## config.mk

```make
export PLATFORM = sky130hd
export DESIGN_NAME = led_scan_ctrl
export DESIGN_NICKNAME = d
export VERILOG_FILES = /design/src/rtl/led_scan_ctrl.sv
export SDC_FILE = /design/constraint.sdc
export NUM_CORES = 1
export LEC_CHECK = 0
export CELL_PAD_IN_SITES_DETAIL_PLACEMENT = 1
export CELL_PAD_IN_SITES_GLOBAL_PLACEMENT = 2
export CORE_MARGIN = 2
export CORE_UTILIZATION = 42
export DETAILED_ROUTE_END_ITERATION = 16
export MAX_ROUTING_LAYER = met4
export PLACE_DENSITY_LB_ADDON = 0.1
export SETUP_SLACK_MARGIN = 0.15
export SKIP_CTS_REPAIR_TIMING = 1
export SYNTH_ARGS = -nofsm -noshare
export SYNTH_HDL_FRONTEND = slang
export SYNTH_SLANG_ARGS = --single-unit
```

## constraint.sdc

```tcl
create_clock -name iClk -period 3.39 [get_ports iClk]
set_input_delay 0.678 -clock iClk [delete_from_list [all_inputs] [get_ports iClk]]
set_output_delay 0.678 -clock iClk [all_outputs]
set_load 0.03 [all_outputs]
```

## src/rtl/led_scan_ctrl.sv

```systemverilog
// Multiplexed LED line scanner: walks a LINES x COLS frame buffer out to a two-register LED port.
// Define LED_SCAN_DBUF_EN for front/back double buffering with frame-synchronous swaps.
module led_scan_ctrl #(
    parameter int LINES   = 20,
    parameter int COLS    = 10,
    parameter int DWELL_W = 16
) (
    input  logic               iClk,
    input  logic               iRst,
    input  logic [4:0]         iFbAddr,
    input  logic [COLS-1:0]    iFbData,
    input  logic               iFbWEnb,
    input  logic               iEnable,
    input  logic [DWELL_W-1:0] iDwell,
    input  logic               iSwap,
    output logic [3:0]         oAddr,
    output logic [15:0]        oData,
    output logic               oWEnb,
    output logic               oFrameTick
);

    localparam int LINE_W = (LINES > 1) ? $clog2(LINES) : 1;

    typedef enum logic [2:0] {IDLE, WR_DATA, WR_LINE, DWELL, BLANK_D, BLANK_L} stateT;

    stateT              state;
    logic [LINE_W-1:0]  line;
    logic [LINE_W-1:0]  stepLine;
    logic [LINE_W-1:0]  readLine;
    logic [DWELL_W-1:0] dwellCnt;
    logic [DWELL_W-1:0] dwellLoad;
    logic               lastLine;
    logic               dwellDone;
    logic               wrapEdge;
    logic               fbWrite;
    logic [COLS-1:0]    readData;

    assign lastLine  = (line == LINE_W'(LINES - 1));
    assign stepLine  = lastLine ? '0 : line + 1'b1;
    assign dwellDone = (state == DWELL) && (dwellCnt <= DWELL_W'(1));
    assign wrapEdge  = dwellDone && iEnable && lastLine;
    assign dwellLoad = (iDwell == '0) ? DWELL_W'(1) : iDwell;
    assign fbWrite   = iFbWEnb && (int'(iFbAddr) < LINES);

    // The buffer is read on the edge that enters WR_DATA, so the line fetched is the one being moved to.
    assign readLine  = (state == DWELL) ? stepLine : '0;

`ifdef LED_SCAN_DBUF_EN
    logic [COLS-1:0] fb [2][LINES];
    logic            frontSel;
    logic            swapPending;
    logic            doSwap;
    logic            readSel;

    assign doSwap   = (swapPending || iSwap) && (wrapEdge || state == IDLE);
    assign readSel  = doSwap ? ~frontSel : frontSel;
    assign readData = fb[readSel][readLine];

    // CPU always fills the back buffer; contents survive reset on purpose.
    always_ff @(posedge iClk) begin
        if (fbWrite) begin
            fb[~frontSel][iFbAddr[LINE_W-1:0]] <= iFbData;
        end
    end

    always_ff @(posedge iClk or negedge iRst) begin
        if (!iRst) begin
            frontSel    <= 1'b0;
            swapPending <= 1'b0;
        end else if (doSwap) begin
            frontSel    <= ~frontSel;
            swapPending <= 1'b0;
        end else if (iSwap) begin
            swapPending <= 1'b1;
        end
    end
`else
    logic [COLS-1:0] fb [LINES];
    logic            unusedSwap;

    assign unusedSwap = iSwap;
    assign readData   = fb[readLine];

    always_ff @(posedge iClk) begin
        if (fbWrite) begin
            fb[iFbAddr[LINE_W-1:0]] <= iFbData;
        end
    end
`endif

    // Outputs are loaded on the edge entering each state, so they are valid for that state's whole cycle.
    always_ff @(posedge iClk or negedge iRst) begin
        if (!iRst) begin
            state      <= IDLE;
            line       <= '0;
            dwellCnt   <= '0;
            oAddr      <= 4'd0;
            oData      <= 16'd0;
            oWEnb      <= 1'b0;
            oFrameTick <= 1'b0;
        end else begin
            oFrameTick <= 1'b0;
            case (state)
                IDLE: begin
                    line  <= '0;
                    oWEnb <= 1'b0;
                    oAddr <= 4'd0;
                    oData <= 16'd0;
                    if (iEnable) begin
                        state <= WR_DATA;
                        oWEnb <= 1'b1;
                        oData <= 16'(readData);
                    end
                end
                WR_DATA: begin
                    state <= WR_LINE;
                    oWEnb <= 1'b1;
                    oAddr <= 4'd1;
                    oData <= 16'(line);
                end
                WR_LINE: begin
                    state    <= DWELL;
                    dwellCnt <= dwellLoad;
                    oWEnb    <= 1'b0;
                    oAddr    <= 4'd0;
                    oData    <= 16'd0;
                end
                DWELL: begin
                    dwellCnt <= dwellCnt - 1'b1;
                    if (dwellDone) begin
                        oWEnb <= 1'b1;
                        oAddr <= 4'd0;
                        if (iEnable) begin
                            state      <= WR_DATA;
                            line       <= stepLine;
                            oData      <= 16'(readData);
                            oFrameTick <= wrapEdge;
                        end else begin
                            state <= BLANK_D;
                            oData <= 16'd0;
                        end
                    end
                end
                BLANK_D: begin
                    state <= BLANK_L;
                    oWEnb <= 1'b1;
                    oAddr <= 4'd1;
                    oData <= 16'(line);
                end
                BLANK_L: begin
                    state <= IDLE;
                    line  <= '0;
                    oWEnb <= 1'b0;
                    oAddr <= 4'd0;
                    oData <= 16'd0;
                end
                default: begin
                    state <= IDLE;
                    line  <= '0;
                    oWEnb <= 1'b0;
                    oAddr <= 4'd0;
                    oData <= 16'd0;
                end
            endcase
        end
    end

endmodule

```

# --- Word-level counts from Yosys, hierarchy flattened ---
# Memory sizes are Yosys's and may differ from the RTL's.
# Cells that the tools add are included.
totals:
  ff_bits: 46
  latch_bits: 0
  mem_bits_rw: 200
  mem_bits_ro: 0
  in_bits: 36
  out_inout_bits: 22
  elab_cells: 56
  n_memories: 1
memory_table:
  columns: ["memory", "words", "word_bits", "rd", "rd_ports_with_merged_regs", "wr", "line", "rtl"]
  rows:
  - ["fb", 20, 10, 1, 0, 1, "78", "logic [COLS-1:0] fb [LINES];"]
classes:
  addsub: 2
  multipliers: 0
  div_mod_pow: 0
  n_lt_le_gt_ge: 2
  eq_ne: 8
  n_shift: 0
  n_mux: 24
  bitwise_logic: 1
  reduce_logical: 11
op_table:
  columns: ["operator", "count"]
  rows:
  - ["case mux 16 bit (3 select lines)", 1]
  - ["two-way mux 16 bit", 2]
  - ["case mux 16 bit (2 select lines)", 1]
  - ["two-way mux 5 bit", 4]
  - ["less-or-equal comparator 16 x 1 -> 1 bit, second input constant", 1]
  - ["zero test 16 bit", 1]
  - ["subtractor 16 x 1 -> 16 bit, second input constant", 1]
  - ["case mux 3 bit (5 select lines)", 1]
  - ["two-way mux 10 bit", 1]
  - ["case mux 5 bit (2 select lines)", 1]
  - ["two-way mux 3 bit", 3]
  - ["case mux 4 bit (2 select lines)", 1]
  - ["two-way mux 1 bit", 7]
  - ["== test 3 x 2 -> 1 bit, second input constant", 2]
  - ["inequality test 2 bit, second input constant", 3]
  - ["adder 5 x 1 -> 5 bit, second input constant", 1]
  - ["== test 5 bit, second input constant", 1]
  - ["< comparator 5 bit, second input constant", 1]
  - ["logical AND 1 bit", 4]
  - ["two-way mux 4 bit", 1]
  - ["== test 3 x 1 -> 1 bit, second input constant", 1]
  - ["== test 3 bit, second input constant", 1]
  - ["zero test 3 bit", 1]
  - ["case mux 1 bit (3 select lines)", 1]
  - ["other kinds (6)", 6]

# --- Logic depth before layout (Yosys ltp) ---
# Gate-level depths: netlist (run 1).
logic_depth:
  word_depth: 7
  depth_mapped: 11
  depth_no_buf: 8

# --- Worst setup path after synthesis (run 1) ---
# No wires, ideal clock.
synth_timing:
  path_kind: "register to register"
  start: "register line[0]"
  end: "register oData[1]"
  setup_ns: 0.123
  t_arrival_ns: 2.515
  setup_slack_ns: 0.753
  stages_incl_launch_ff: 12
  path_buffers: 4
  synth_period_minus_slack_ns: 2.637
  cell_sequence: "dfrtp_1 > ha_1 > clkbuf_1 > nor4bb_1 > buf_2 > nor2_1 > clkbuf_1 > buf_2 > o211ai_1 > o2111ai_1 > nand4_1 > o221a_2"
synth_between:
  elab_chain_len: 7
  word_cells_on_any_way: 8
synth_rtl:
  columns: ["item", "line", "rtl"]
  rows:
  - ["from (decl)", "27", "logic [LINE_W-1:0] line;"]
  - ["from (signal assigned)", "135", "line <= stepLine;"]
  - ["adder 5 x 1 -> 5 bit / == test 5 bit (equally long branches)", "39, 38", null]
  - ["two-way mux 5 bit *", "39", "assign stepLine = lastLine ? '0 : line + 1'b1;"]
  - ["two-way mux 5 bit *", "46", "assign readLine = (state == DWELL) ? stepLine : '0;"]
  - ["memory (20 x 10 bit) *", null, null]
  - ["two-way mux 10 bit *", "109, 133", null]
  - ["two-way mux 16 bit", "130", "if (dwellDone) begin"]
  - ["case mux 16 bit (3 select lines) *", "103", "case (state)"]
  - ["to (signal assigned)", "112", "oData <= 16'(readData);"]
  - ["to (signal assigned)", "119", "oData <= 16'(line);"]
  - ["to (signal assigned)", "136", "oData <= 16'(readData);"]
  - ["to (decl)", "17", "output logic [15:0] oData,"]
# Every way passes the cells marked *; elsewhere a longest branch is shown, timed or not. The select of a mux whose other input is x is not followed.
# A chain may end at the register's enable or synchronous reset.

# --- Worst setup path in the final report (run 1) ---
layout_timing:
  start: "register line[1]"
  end: "register oData[9]"
# The elaborated chain is that of the path after synthesis.

==> results of run 1 <==
-- per-layer routing --
layer	share of wire [%]	vias up
met1	44	3639
met3	4.2	78
li1	-	3242
met2	47	210
met4	4.2	0
met5	0	-
-- cell type report --
class | instances | area [um2]
clock buffer | 32 | 694.4
clock inverter | 18 | 210.2
fill | 2445 | 11960
inverter | 10 | 37.54
multi-input combinational | 484 | 3309
sequential | 237 | 6933
tap | 324 | 405.4
timing repair buffer | 95 | 838.3
-- flip-flops by register name (all words and copies together) (netlist names) --
signal	count
fb	200
dwellCnt	16
oData	10
line	5
state	3
oAddr	1
oFrameTick	1
oWEnb	1
-- stage by stage --
stage	total power, mW	utilization (%)
finish	8.157	50.95
global route	8.486	50.95
CTS	8.228	50.92
detailed placement	5.234	47.21
global placement	5.178	47.21
floorplan	4.592	-
-- synth_stat cells, types with 9 or more instances --
cell type,n
o221ai_1,10
a21oi_1,23
inv_1,10
nor4_1,10
nor2_1,49
buf_4,9
mux2i_1,38
a22oi_1,10
o22ai_1,9
o2bb2ai_1,9
nand2_1,43
o21ai_0,53
a31oi_1,10
nand3_1,23
edfxtp_1,200
clkbuf_1,39
a211oi_1,16
a221oi_1,16
mux2_2,16
dfrtp_1,37
nor3_1,26
-- power breakdown --
group          internal, mW  total (mW)  switching (mW)
sequential             3.35        3.55           0.195
combinational         0.659        1.63           0.972
clock                  1.78        2.98            1.20
total                  5.79        8.16            2.37
-- worst max-delay path: cells and delay by family, from the launching register on --
kind	cells	cell delay (ns)
AO/OA/AOI/OAI	3	0.83
adder cells (fa/ha/maj)	1	0.24
flip-flops	1	0.52
multiplexers	1	0.36
AND/OR/NAND/NOR	2	1.01
-- worst max path at each step --
| stage | from | to | slack, ns |
|---|---|---|---|
| final | line[1] | oData[9] | 0.31 |
| after global routing | line[1] | oData[7] | 0.18 |
| after CTS | line[1] | oData[1] | 0.22 |
| after detailed placement | line[1] | oData[8] | 0.32 |
| after global placement | line[1] | oData[8] | 0.36 |
| after floorplan | line[0] | oData[1] | 0.75 |
-- cell families after synthesis --
kind of cell / Yosys count / synth area share (%)
flops: 237 / 66.18
buf+inv: 68 / 2.795
other cells: 1 / 0.03580
fa+ha+maj: 3 / 0.3584
simple gates: 203 / 9.903
compound gates: 206 / 13.83
xor+xnor: 3 / 0.2509
mux: 60 / 6.642
==> results.md, run 1 <==
- Vias in the first global route: 7434
- Leakage: about 4.2 nW
- Setup WS pre-CTS: approximately 0.32 ns
- Worst hold margin: ~0.28 ns
- Clk slew on worst S/H paths: ~0.07 ns
- Layer with the highest usage: met2
- Tmin final: just over 3 ns
- Worst Path Max Fanout: 9
- Max Slew Vio Count: 0
- Area contributors post-synth: edfxtp_1 57%, dfrtp_1 8.8%, mux2i_1 3.6%
- Commonest non-fill, non-tap cell in the layout: edfxtp_1
- GR Overflow Total: 0
- Largest stage delay on the critical path: roughly 0.67 ns
- CTS Sinks: 237
- PnR worst setup slack: between 0.3 and 0.4 ns
- Worst r2r path cells: 7
- Layout cells sized above 1: 14.61%
- Met1 Use GR: between 30% and 40%
- Finished layout cell area: between 0.01 and 0.015 mm2
- VDD IR max: about 0.00042 V
- Fmax: around 330 MHz
- Mean area per synthesized cell: 13.41 um2
- Routed WL: 29.52 mm
- Post-DP HPWL: approximately 20 mm
- First-pass DRT Iterations: 4
- Nets: slightly below 900
- Tot GR Track Use: 23.41%
- DR vias: just over 7000
- Drt drc: 0
- Clock Path Buffers: 3
- Area after DPL: 0.01152 mm2
- Largest net degree at the start of global routing: slightly below 80
- CTS Buf Count: 27
- Root buffer cell: clkbuf_16
- Cells after DPL: about 1200
- Initial Util: a little over two fifths
- Worst EP required: 3.83 ns
- YS warnings: 0
- Die W: roughly 160 um
- R2r setup slk: between 0.3 and 0.4 ns
- Power density cells: ~660 mW/mm2
- Worst reg2reg endpoint: oData[9]
- Post-DRT Antenna Nets: 0
- Initial DRC count: 486
- Critical-path top delay cell: nor4bb_4
- Ant. Diodes: 0
- CTS tree: built
- Most frequent cells in the layout: 200 x edfxtp_1, 53 x o21ai_0, 49 x nor2_1
- Startpoint Class: flip-flop
- Grt met2 use: 37.29%
- Tcrit/Tclk final: between 90 and 100%
- Initial antenna violation count: 0
- Final setup fails: 0
- Die area: 0.02622 mm2
- Primary FF master, synth: edfxtp_1
- Crit path top cell by count: a22oi_1
- Worst r2r src: line[1]
- Critical path data arrival time: ~3.5 ns
- DR WL/cell: 24.60 um
- Placer Congestion: a little over 0.8
- I/O Pins: slightly below 60
- Area Overhead vs Synth: 18.66%
- Post-Synthesis Cell Area: 0.01047 mm2
- Fin. Hold Viols: 0
- H-tree lvl count: 1
- Max_cap viols: 0
- EDFF count, synth: 200
- Clk_lat worst skew: around 0.56 ns
- RSZ-0062 raised after global routing: no
- Crit-path cells: ha_1 > nor4bb_4 > nor2_1 > mux2_2 > a22oi_1 > a22oi_1 > a32o_1
- Synth top area share: 57.34%
- WS Path Type: reg -> reg
- Die Y: ~160 um
- Status: finished, final reports clean
- FFs w/ async S/R, synth: approximately 16%
- Vias per cell: approximately 6.0
- Fin Clk Skew: between 0.01 and 0.015 ns
- Core ar.: between 0.02 and 0.025 mm2
- Non-Filler Instances: 1200
- First-pass GRT wire length: roughly 45 mm
- Mapped Cells: between 700 and 800
- CP Capture Type: flip-flop
- Met3 GRT Util: between 2 and 3%
- Site Rows: 57
- Post-synth cell types: 66
- Sequential area share after synthesis: between 60% and 70%
- Worst-margin pin slew: between 1 and 1.5 ns
- IO buf count: 47
- Yosys reg bits: 237
- Slew margin rel.: around 17%
- Type of the worst min-delay path: in -> async
- Area leader, netlist: edfxtp_1
- Post-route setup TNS: 0 ns
No activity file was read; power rests on OpenSTA's default activity.
==> inputs of run 2 (changes only) <==
- CORE_UTILIZATION: 42 -> 32
==> run 2 against run 1 <==
Non-clock buffer count is 5 higher; clock power about the same; sequential share of layout area down 0.81 points; highest routed layer unchanged; clock skew decreased by 0.0031 ns; cell count rose by 10%; wire length grew 5.5%; sequential power is essentially flat; utilization decreased by 12 points.
==> results.md, run 2 (synthesized netlist as in run 1, its figures left out) <==
- Status: finished, final reports clean
- Post-DRT Antenna Nets: 0 (unchanged)
- Vias per cell: 5.347 (-10%)
- Core ar.: 0.03237 mm2 (+33%)
- DR WL/cell: 23.57 um (-4.2%)
- Clk pwr share: 36.1% (-0.4 points)
- Clk_lat worst skew: 0.54 ns (-0.02 ns)
- Max Slew Vio Count: 0 (unchanged)
- PnR worst setup slack: 0.3986 ns (+0.08419 ns)
- Layout cells sized above 1: 14.77% (+0.16 points)
- Sw frac: 28.81% (-0.22 points)
- R2r setup slk: 0.40 ns (+0.08 ns)
- CTS tree: built
- Logic pwr share: 20.4% (+0.4 points)
- Worst-margin pin slew: 1.146 ns (-0.08449 ns)
- Initial DRC count: 385 (-21%)
- Root buffer cell: clkbuf_16
- Worst reg2reg endpoint: oData[1]
- Fin Clk Skew: 0.007250 ns (-0.003067 ns)
- Seq pwr share: 43.5% (about the same)
- Max_cap viols: 0 (unchanged)
- Initial Util: 32.36% (-11 points)
- Initial antenna violation count: 0 (unchanged)
- Routed WL: 31.16 mm (+5.5%)
- Finished layout cell area: 0.01261 mm2 (+1.5%)
- Die Y: 184.9 um (+14%)
- RSZ-0062 raised after global routing: no
- Setup WS pre-CTS: 0.3988 ns (+0.07411 ns)
- Fillers: 3402 (+39%)
- Worst r2r src: line[0]
- WS Path Type: reg -> reg
- Critical path data arrival time: 3.42 ns (-0.09 ns)
- Fmax: 334.3 MHz (+2.8%)
- Post-route setup TNS: 0 ns (unchanged)
- Final setup fails: 0 (unchanged)
- Worst r2r path cells: 8 (+1)
- Vias in the first global route: 7642 (+2.8%)
- Largest net degree at the start of global routing: 49 (-38%)
- P_sw: 2.355 mW (-0.54%)
- Tcrit/Tclk final: 88.24% (-2.5 points)
- Die area: 0.03419 mm2 (+30%)
- DR vias: 7069 (-1.4%)
- H-tree lvl count: 1 (unchanged)
- Max FFs per register: 200 (unchanged)
- Nets: 900 (+0.67%)
- Site Rows: 66 (+16%)
- Worst Path Max Fanout: 18 (+9)
- Placer Congestion: 0.8187 (-1.2%)
- GR Overflow Total: 0 (unchanged)
- Area Overhead vs Synth: 20.40%
- Slew margin rel.: 23.01% (+5.7 points)
- Most frequent cells in the layout: 200 x edfxtp_1, 53 x o21ai_0, 51 x buf_4
- Die W: 184.9 um (+14%)
- Leakage: 4.201 nW (+0.36%)
- First-pass GRT wire length: 47.42 mm (+5.1%)
- Area after DPL: 0.01172 mm2 (+1.8%)
- IO buf count: 47 (unchanged)
- CTS Sinks: 237 (unchanged)
- Commonest non-fill, non-tap cell in the layout: edfxtp_1
- Clk slew on worst S/H paths: 0.06 ns (about the same)
- Post-DP HPWL: 21.62 mm (+11%)
- VDD IR max: 0.0003466 V (-17%)
- Tmin final: 2.991 ns (-0.08419 ns)
- Pint: 5.818 mW (+0.51%)
- CP Capture Type: flip-flop
- Power density cells: 648.1 mW/mm2 (-1.3%)
- Type of the worst min-delay path: in -> async
- First-pass DRT Iterations: 5 (+1)
- Ant. Diodes: 0 (unchanged)
- I/O Pins: 58 (unchanged)
- Startpoint Class: flip-flop
- CTS Buf Count: 28 (+3.7%)
- Drt drc: 0 (unchanged)
- Fin. Hold Viols: 0 (unchanged)
- Tot GR Track Use: 19.08% (-4.3 points)
- Clock Path Buffers: 3 (unchanged)
- Worst EP required: 3.82 ns (about the same)
==> run 2: layout make-up <==
class                           instances  area, um2  area share, %
Sequential cell                       237       6933          54.98
Tap cell                              442      553.0          4.385
Timing Repair Buffer                  100      888.4          7.044
Clock inverter                          9      120.1         0.9525
Multi-Input combinational cell        484       3312          26.26
Inverter                               10      37.54         0.2976
Clock buffer                           40      767.0          6.082
==> run 2: per-layer routing <==
metal  vias to the layer above  share of wire, %  GRT usage, %
li1                       3248                 -             -
met1                      3653                45         24.33
met2                       133                50         32.43
met3                        35               4.0         2.772
met4                         0               1.5         4.000
met5                         -                 0             -
==> run 2: worst max-delay path, stage by stage (launching register included) <==
cell and delay [ns]:
dfrtp_2 0.40, ha_2 0.26, nor4bb_4 0.18, buf_4 0.23, nor3_1 0.93, a2bb2oi_1 0.16, o311ai_0 0.17, nand4_1 0.23
o221a_2 0.30
==> run 2: power groups by stage <==
stage          clock network, mW  logic [mW]  registers (mW)
4_1_cts                     3.03        1.70            3.55
5_1_grt                     3.14        1.82            3.58
3_3_place_gp                   0        1.65            3.59
6_report                    2.95        1.67            3.55
2_1_floorplan                  0       0.932            3.66
3_5_place_dp                   0        1.69            3.61
==> run 2: how the worst max path moves through the flow <==
stage | start | to | slack [ns] | cells after the start
after global placement | line[0] | oData[1] | 0.21 | 7
after floorplan | line[0] | oData[1] | 0.75 | 11
after detailed placement | line[0] | oData[1] | 0.40 | 8
after global routing | line[0] | oData[1] | 0.24 | 8
after CTS | line[0] | oData[1] | 0.39 | 8
final | line[0] | oData[1] | 0.40 | 8
==> run 2: metrics by stage <==
stage / std cells / hold WS (ns) / total power [mW] / util [%]
finish: 1322 / 0.2773 / 8.173 / 38.96
global route: 1322 / 0.3481 / 8.544 / 38.96
CTS: 1322 / 0.3034 / 8.276 / 38.96
detailed placement: 1273 / 0.5246 / 5.292 / 36.22
global placement: 1273 / 0.4940 / 5.239 / 36.20
floorplan: 789 / 0.3824 / 4.592 / -
